$ cat config.mk
export PLATFORM = sky130hd
export DESIGN_NAME = seq_stage_sequencer
export DESIGN_NICKNAME = d
export VERILOG_FILES = /design/src/rtl/y86_pkg.sv /design/src/rtl/mem_wait_timer.sv /design/src/rtl/seq_stage_sequencer.sv
export SDC_FILE = /design/constraint.sdc
export NUM_CORES = 1
export LEC_CHECK = 0
export CORE_ASPECT_RATIO = 1.75
export CORE_MARGIN = 4
export CORE_UTILIZATION = 45
export CTS_CLUSTER_SIZE = 8
export DETAILED_ROUTE_END_ITERATION = 10
export PLACE_DENSITY = 0.75
export SYNTH_ARGS = -nofsm -noshare
export SYNTH_HDL_FRONTEND = slang
export SYNTH_SLANG_ARGS = --single-unit
$ cat constraint.sdc
create_clock -name clk -period 2.2 [get_ports clk]
set_input_delay 0.44 -clock clk [delete_from_list [all_inputs] [get_ports clk]]
set_output_delay 0.44 -clock clk [all_outputs]
set_load 0.02 [all_outputs]
$ cat src/rtl/y86_pkg.sv
// Shared Y86-64 SEQ definitions: icode constants, status codes, sequencer state, memory-icode test.
// Latency: n/a (declarations only).
// Backpressure: n/a.
package y86_pkg;

    localparam logic [3:0] IHALT   = 4'h0;
    localparam logic [3:0] INOP    = 4'h1;
    localparam logic [3:0] IRRMOVQ = 4'h2;
    localparam logic [3:0] IIRMOVQ = 4'h3;
    localparam logic [3:0] IRMMOVQ = 4'h4;
    localparam logic [3:0] IMRMOVQ = 4'h5;
    localparam logic [3:0] IOPQ    = 4'h6;
    localparam logic [3:0] IJXX    = 4'h7;
    localparam logic [3:0] ICALL   = 4'h8;
    localparam logic [3:0] IRET    = 4'h9;
    localparam logic [3:0] IPUSHQ  = 4'hA;
    localparam logic [3:0] IPOPQ   = 4'hB;

    localparam logic [2:0] STAT_AOK = 3'd1;
    localparam logic [2:0] STAT_HLT = 3'd2;
    localparam logic [2:0] STAT_ADR = 3'd3;
    localparam logic [2:0] STAT_INS = 3'd4;

    typedef enum logic [2:0] {
        S_IDLE    = 3'd0,
        S_FETCH   = 3'd1,
        S_DECODE  = 3'd2,
        S_EXECUTE = 3'd3,
        S_MEMORY  = 3'd4,
        S_WRBACK  = 3'd5,
        S_PCUPD   = 3'd6,
        S_HALT    = 3'd7
    } seq_state_t;

    // True for instructions that touch data memory (load/store/stack ops).
    function automatic logic is_mem_icode(input logic [3:0] ic);
        case (ic)
            IRMMOVQ, IMRMOVQ, ICALL, IRET, IPUSHQ, IPOPQ: is_mem_icode = 1'b1;
            default:                                      is_mem_icode = 1'b0;
        endcase
    endfunction

endpackage

$ cat src/rtl/mem_wait_timer.sv
// Counts cycles spent waiting in MEMORY; flags expiry on the MEM_TIMEOUT-th cycle.
// Latency: count is 0 on the first MEMORY cycle; expired is combinational from the count.
// Backpressure: none; saturates at 255 if left running.
module mem_wait_timer #(
    parameter int MEM_TIMEOUT = 15
) (
    input  logic clk,
    input  logic reset,
    input  logic clear,
    input  logic run,
    output logic expired
);

    logic [7:0] count;

    // Restart on MEMORY entry, advance while waiting, hold otherwise.
    always_ff @(posedge clk) begin
        if (reset || clear) begin
            count <= '0;
        end else if (run && (count != 8'hFF)) begin
            count <= count + 8'd1;
        end
    end

    assign expired = (count == 8'(MEM_TIMEOUT - 1));

endmodule

$ cat src/rtl/seq_stage_sequencer.sv
// Multi-cycle Y86-64 SEQ controller: strobes F/D/E/M/W/PC stages, owns stat and retired count.
// Latency: 6 busy cycles per instruction minimum (5 with SKIP_NONMEM_STAGE_EN for non-memory icodes).
// Backpressure: stalls in MEMORY until mem_ready or timeout; macro SKIP_NONMEM_STAGE_EN bypasses MEMORY.
module seq_stage_sequencer
    import y86_pkg::*;
#(
    parameter int CNT_W       = 32,
    parameter int MEM_TIMEOUT = 15
) (
    input  logic             clk,
    input  logic             reset,
    input  logic             start,
    input  logic [3:0]       icode,
    input  logic             instr_valid,
    input  logic             imem_error,
    input  logic             dmem_error,
    input  logic             mem_ready,
    output logic             fetch_en,
    output logic             decode_en,
    output logic             execute_en,
    output logic             memory_en,
    output logic             writeback_en,
    output logic             pc_en,
    output logic [2:0]       stat,
    output logic             busy,
    output logic             halted,
    output logic [CNT_W-1:0] instr_count
);

    seq_state_t state, state_nxt;
    logic [2:0] stat_nxt;
    logic [3:0] icode_q;
    logic       mem_expired;

    mem_wait_timer #(.MEM_TIMEOUT(MEM_TIMEOUT)) u_timer (
        .clk     (clk),
        .reset   (reset),
        .clear   ((state_nxt == S_MEMORY) && (state != S_MEMORY)),
        .run     (state == S_MEMORY),
        .expired (mem_expired)
    );

    // State, status, retired count and the icode captured at DECODE for later routing.
    always_ff @(posedge clk) begin
        if (reset) begin
            state       <= S_IDLE;
            stat        <= STAT_AOK;
            instr_count <= '0;
            icode_q     <= IHALT;
        end else begin
            state <= state_nxt;
            stat  <= stat_nxt;
            if (state == S_DECODE) begin
                icode_q <= icode;
            end
            if ((state == S_PCUPD) && (instr_count != '1)) begin
                instr_count <= instr_count + CNT_W'(1);
            end
        end
    end

    // Next state and status; faults route to HALT before any PC update.
    always_comb begin
        state_nxt = state;
        stat_nxt  = stat;
        case (state)
            S_IDLE:    if (start) state_nxt = S_FETCH;
            S_FETCH:   state_nxt = S_DECODE;
            S_DECODE: begin
                if (imem_error) begin
                    stat_nxt  = STAT_ADR;
                    state_nxt = S_HALT;
                end else if (!instr_valid) begin
                    stat_nxt  = STAT_INS;
                    state_nxt = S_HALT;
                end else if (icode == IHALT) begin
                    stat_nxt  = STAT_HLT;
                    state_nxt = S_HALT;
                end else begin
                    state_nxt = S_EXECUTE;
                end
            end
`ifdef SKIP_NONMEM_STAGE_EN
            S_EXECUTE: state_nxt = is_mem_icode(icode_q) ? S_MEMORY : S_WRBACK;
`else
            S_EXECUTE: state_nxt = S_MEMORY;
`endif
            S_MEMORY: begin
                if (!is_mem_icode(icode_q)) begin
                    // Non-memory instruction passing through: no handshake needed.
                    state_nxt = S_WRBACK;
                end else if (mem_ready) begin
                    if (dmem_error) begin
                        stat_nxt  = STAT_ADR;
                        state_nxt = S_HALT;
                    end else begin
                        state_nxt = S_WRBACK;
                    end
                end else if (mem_expired) begin
                    stat_nxt  = STAT_ADR;
                    state_nxt = S_HALT;
                end
            end
            S_WRBACK:  state_nxt = S_PCUPD;
            S_PCUPD:   state_nxt = S_FETCH;
            S_HALT:    state_nxt = S_HALT;
            default:   state_nxt = S_IDLE;
        endcase
    end

    // Moore outputs: one strobe per active state, busy/halted from state.
    always_comb begin
        fetch_en     = 1'b0;
        decode_en    = 1'b0;
        execute_en   = 1'b0;
        memory_en    = 1'b0;
        writeback_en = 1'b0;
        pc_en        = 1'b0;
        case (state)
            S_FETCH:   fetch_en     = 1'b1;
            S_DECODE:  decode_en    = 1'b1;
            S_EXECUTE: execute_en   = 1'b1;
            S_MEMORY:  memory_en    = 1'b1;
            S_WRBACK:  writeback_en = 1'b1;
            S_PCUPD:   pc_en        = 1'b1;
            default:   ;
        endcase
        busy   = (state != S_IDLE) && (state != S_HALT);
        halted = (state == S_HALT);
    end

endmodule

==> impl_results.md <==
* Hold Crit Depth at 2
* Final antenna-violating net count at 0
* WL/cell at 14.05 um
* Leading register cell type out of synthesis: dfxtp_1
* Number of buffers added by the clock tree synthesis step at 5
* Detailed Route Iter0 Violations at 104
* Number of nets in the layout at 385
* Placeable core region at 5255 um^2
* Half-perimeter wire length of the detailed placement result at 4.741 mm
* Site row count at 35
* Max-Cap Viols at 0
* Setup repair after global routing missed its margin: no
* Count of final max-slew check failures at 0
* Headroom to the max-slew limit at 0.7798
* Initial antenna violation count at 0
* Critical path's slowest cell: clkdlybuf4s50_1
* Synth warnings at 0
* Yosys top cell area share at 0.4012
* Largest fanout on the critical path at 10
* Top post-synthesis cells by area: dfxtp_1, a21oi_1, nor2_1
* Num ports at 54
* Leakage power total at 1.227 nW
* First-pass detailed-route iteration total at 4
* Delay of the slowest cell on the worst path at 0.61 ns
* Number of synthesized register bits at 49
* Final wirelength at approximately 6 mm
* Final Hold Violating Endpoints at 0
* Syn_nets at 305
* Synth area leader: dfxtp_1
* Worst path depth at 4
* Worst skew pair latency at between 0.3 and 0.4 ns
* DRC violation count after routing at 0
* Post-layout power at 1.680 mW
* Area grow syn2layout at 36.80%
* Maximum vdd drop at roughly 0.0004 V
* CTS Sinks at 49
* Count of buffers inserted at the top-level ports at 53
* Proportion of layout cells with a drive suffix above 1 at 0.1617
* Die boundary width at 63.72 um
* Gate family responsible for the most delay along the worst path: buffers and inverters
* Die Y at 105.5 um
* Endpoint kind of the worst setup timing path: output pin
* Ant diodes at 0
* Critical path launch point type: flip-flop
* Final global-route overflow total at 0
* Share of flip-flops with an asynchronous set or reset after synthesis at 0
* Final setup vio count at 0
* Max Clk Rate at 469.4 MHz
* GRT Total Usage at 0.1897
* Endpoint arrival time on the critical path at about 1.7 ns
* Ratio of final minimum period to clock period at 0.9684
* Synth Cell Area at between 2000 and 2500 um^2
* Crit path required time at 1.76 ns
* Total number of vias at 2399
* Most used cells in the layout excluding fill and tap cells: clkdlybuf4s50_1, dfxtp_1, buf_4
* Post-Synthesis Mean Instance Area at ~8.4 um^2
* Synth Instances at approximately 290
* Number of buffers and inverters on the critical path at 2
* Cell count of the worst reg-to-reg path at 5
* First-pass GRT wire length at 10.39 mm
* Type of the setup path with the least slack: flip-flop to output pin
* Area of the die at 6723 um^2
* Worst Max-Slew Pin Slew at 0.3219 ns
* Clk buf depth at 2
* Synth cell types at 46
* Clock tree from TritonCTS: done
* Effective utilization at floorplan at 0.4652
* Via density per instance at 5.631
* Power density of the placed cells at 502.4 nW/um^2
* Register clock-pin slew on the reported worst setup and hold paths at 0.08 ns
* Most frequent standard cell in the layout excluding fill and tap cells: clkdlybuf4s50_1
* Vias in the first global route at 2417
* Post-route clock skew at around 0.011 ns
* Cell Chain, Critical Path: buf_4 > and3_1 > nor2_1 > clkdlybuf4s50_1
* Maximum number of pins on one net before global-route repair at 17
* Final period demand of the worst path at 2.130 ns
* Count of hold-fix buffers inserted at cts at 0
* Final sum of negative setup slack at 0 ns
* Part of the Yosys area used for sequential elements at 0.4012
* Placer Congestion at 0.7974
* Count of flip-flops with a built-in enable after synthesis at 0
* Htree depth at 2
* Worst hold path type: flip-flop to flip-flop
* Run status: complete, no violations
* Master cell of the clock root buffer: clkbuf_8
==> layer usage <==
layer  global-route usage  vias up  share of wire  routed length [um]
li1                     -     1208              -                   -
met4              0.09737        0          0.027                 162
met3              0.04158       16          0.034                 203
met1               0.1845     1124           0.37                2243
met5                    0        -              0                   0
met2               0.3613       51           0.56                3374
==> flip-flops by register name, indices dropped and copies added, names as in the netlist <==
name,cells
icode_q,3
instr_count,32
state,3
u_timer.count,8
stat,3
==> power breakdown <==
| group | leakage [nW] | switching, mW | internal (mW) |
|---|---|---|---|
| sequential | 0.399 | 0.0158 | 0.906 |
| clock | 0.0443 | 0.287 | 0.250 |
| combinational | 0.784 | 0.114 | 0.108 |
| total | 1.23 | 0.416 | 1.26 |
==> worst min-delay path, delay by kind of cell, from the launching register on <==
family / cells / cell delay, ns
flops: 1 / 0.32
simple gates: 1 / 0.07
mux: 1 / 0.06
==> stage by stage <==
step           hold slack [ns]  worst slack, ns  instances    util  area, um^2
4_1_cts                 0.4999          0.01789        426  0.6321        3322
5_1_grt                 0.5332         0.008172        426  0.6364        3344
3_3_place_gp            0.4829         0.003343        419  0.6155        3234
3_5_place_dp            0.4791         0.006418        419  0.6155        3234
2_1_floorplan           0.4511         0.002612        291       -        2449
6_report                0.4903          0.06951        426  0.6364        3344
==> layout make-up <==
type	count	area, um^2
sequential	49	988.4
multi-input combinational	218	1368
inverter	10	37.54
timing repair buffer	87	795.8
tap	55	68.82
clock buffer	7	86.33
fill	477	1911
==> logic make-up (layout without fill, tap and decap cells) <==
family	Yosys count	count (layout)	share of synthesized area
adder cells (fa/ha/maj)	3	3	0.01535
AO/OA/AOI/OAI	64	64	0.1633
XOR/XNOR	15	15	0.05373
flip-flops	49	49	0.4012
AND/OR/NAND/NOR	131	131	0.3025
buffers and inverters	24	104	0.04350
multiplexers	5	5	0.02047
==> path summary, 6_finish.rpt <==
kind                             endpoint                          from  slack, ns
max                                  busy           state[0]$_SDFF_PP0_       0.07
min               icode_q[1]$_SDFFE_PP0P_       icode_q[1]$_SDFFE_PP0P_       0.49
max reg2reg  instr_count[31]$_SDFFE_PP0P_  instr_count[10]$_SDFFE_PP0P_       0.12
min reg2reg       icode_q[1]$_SDFFE_PP0P_       icode_q[1]$_SDFFE_PP0P_       0.49
==> what timing repair did <==
action	CTS	global route
buffers inserted	0	0
resized for setup	1	8
endpoints found under the setup margin	2	20
==> cells in the mapped netlist (5+ instances only) <==
library cell  number
xor2_1            11
nand4_1            7
and2_1             6
nor4_1             5
nand3_1           16
dfxtp_1           49
clkbuf_1          10
o31ai_1            8
o21ai_0           18
nor2_1            31
nand2_1           15
a21oi_1           26
inv_1             10
mux2i_1            5
or4_1              9
or3_1             17
Note: power is estimated with default switching activity, not from simulation.
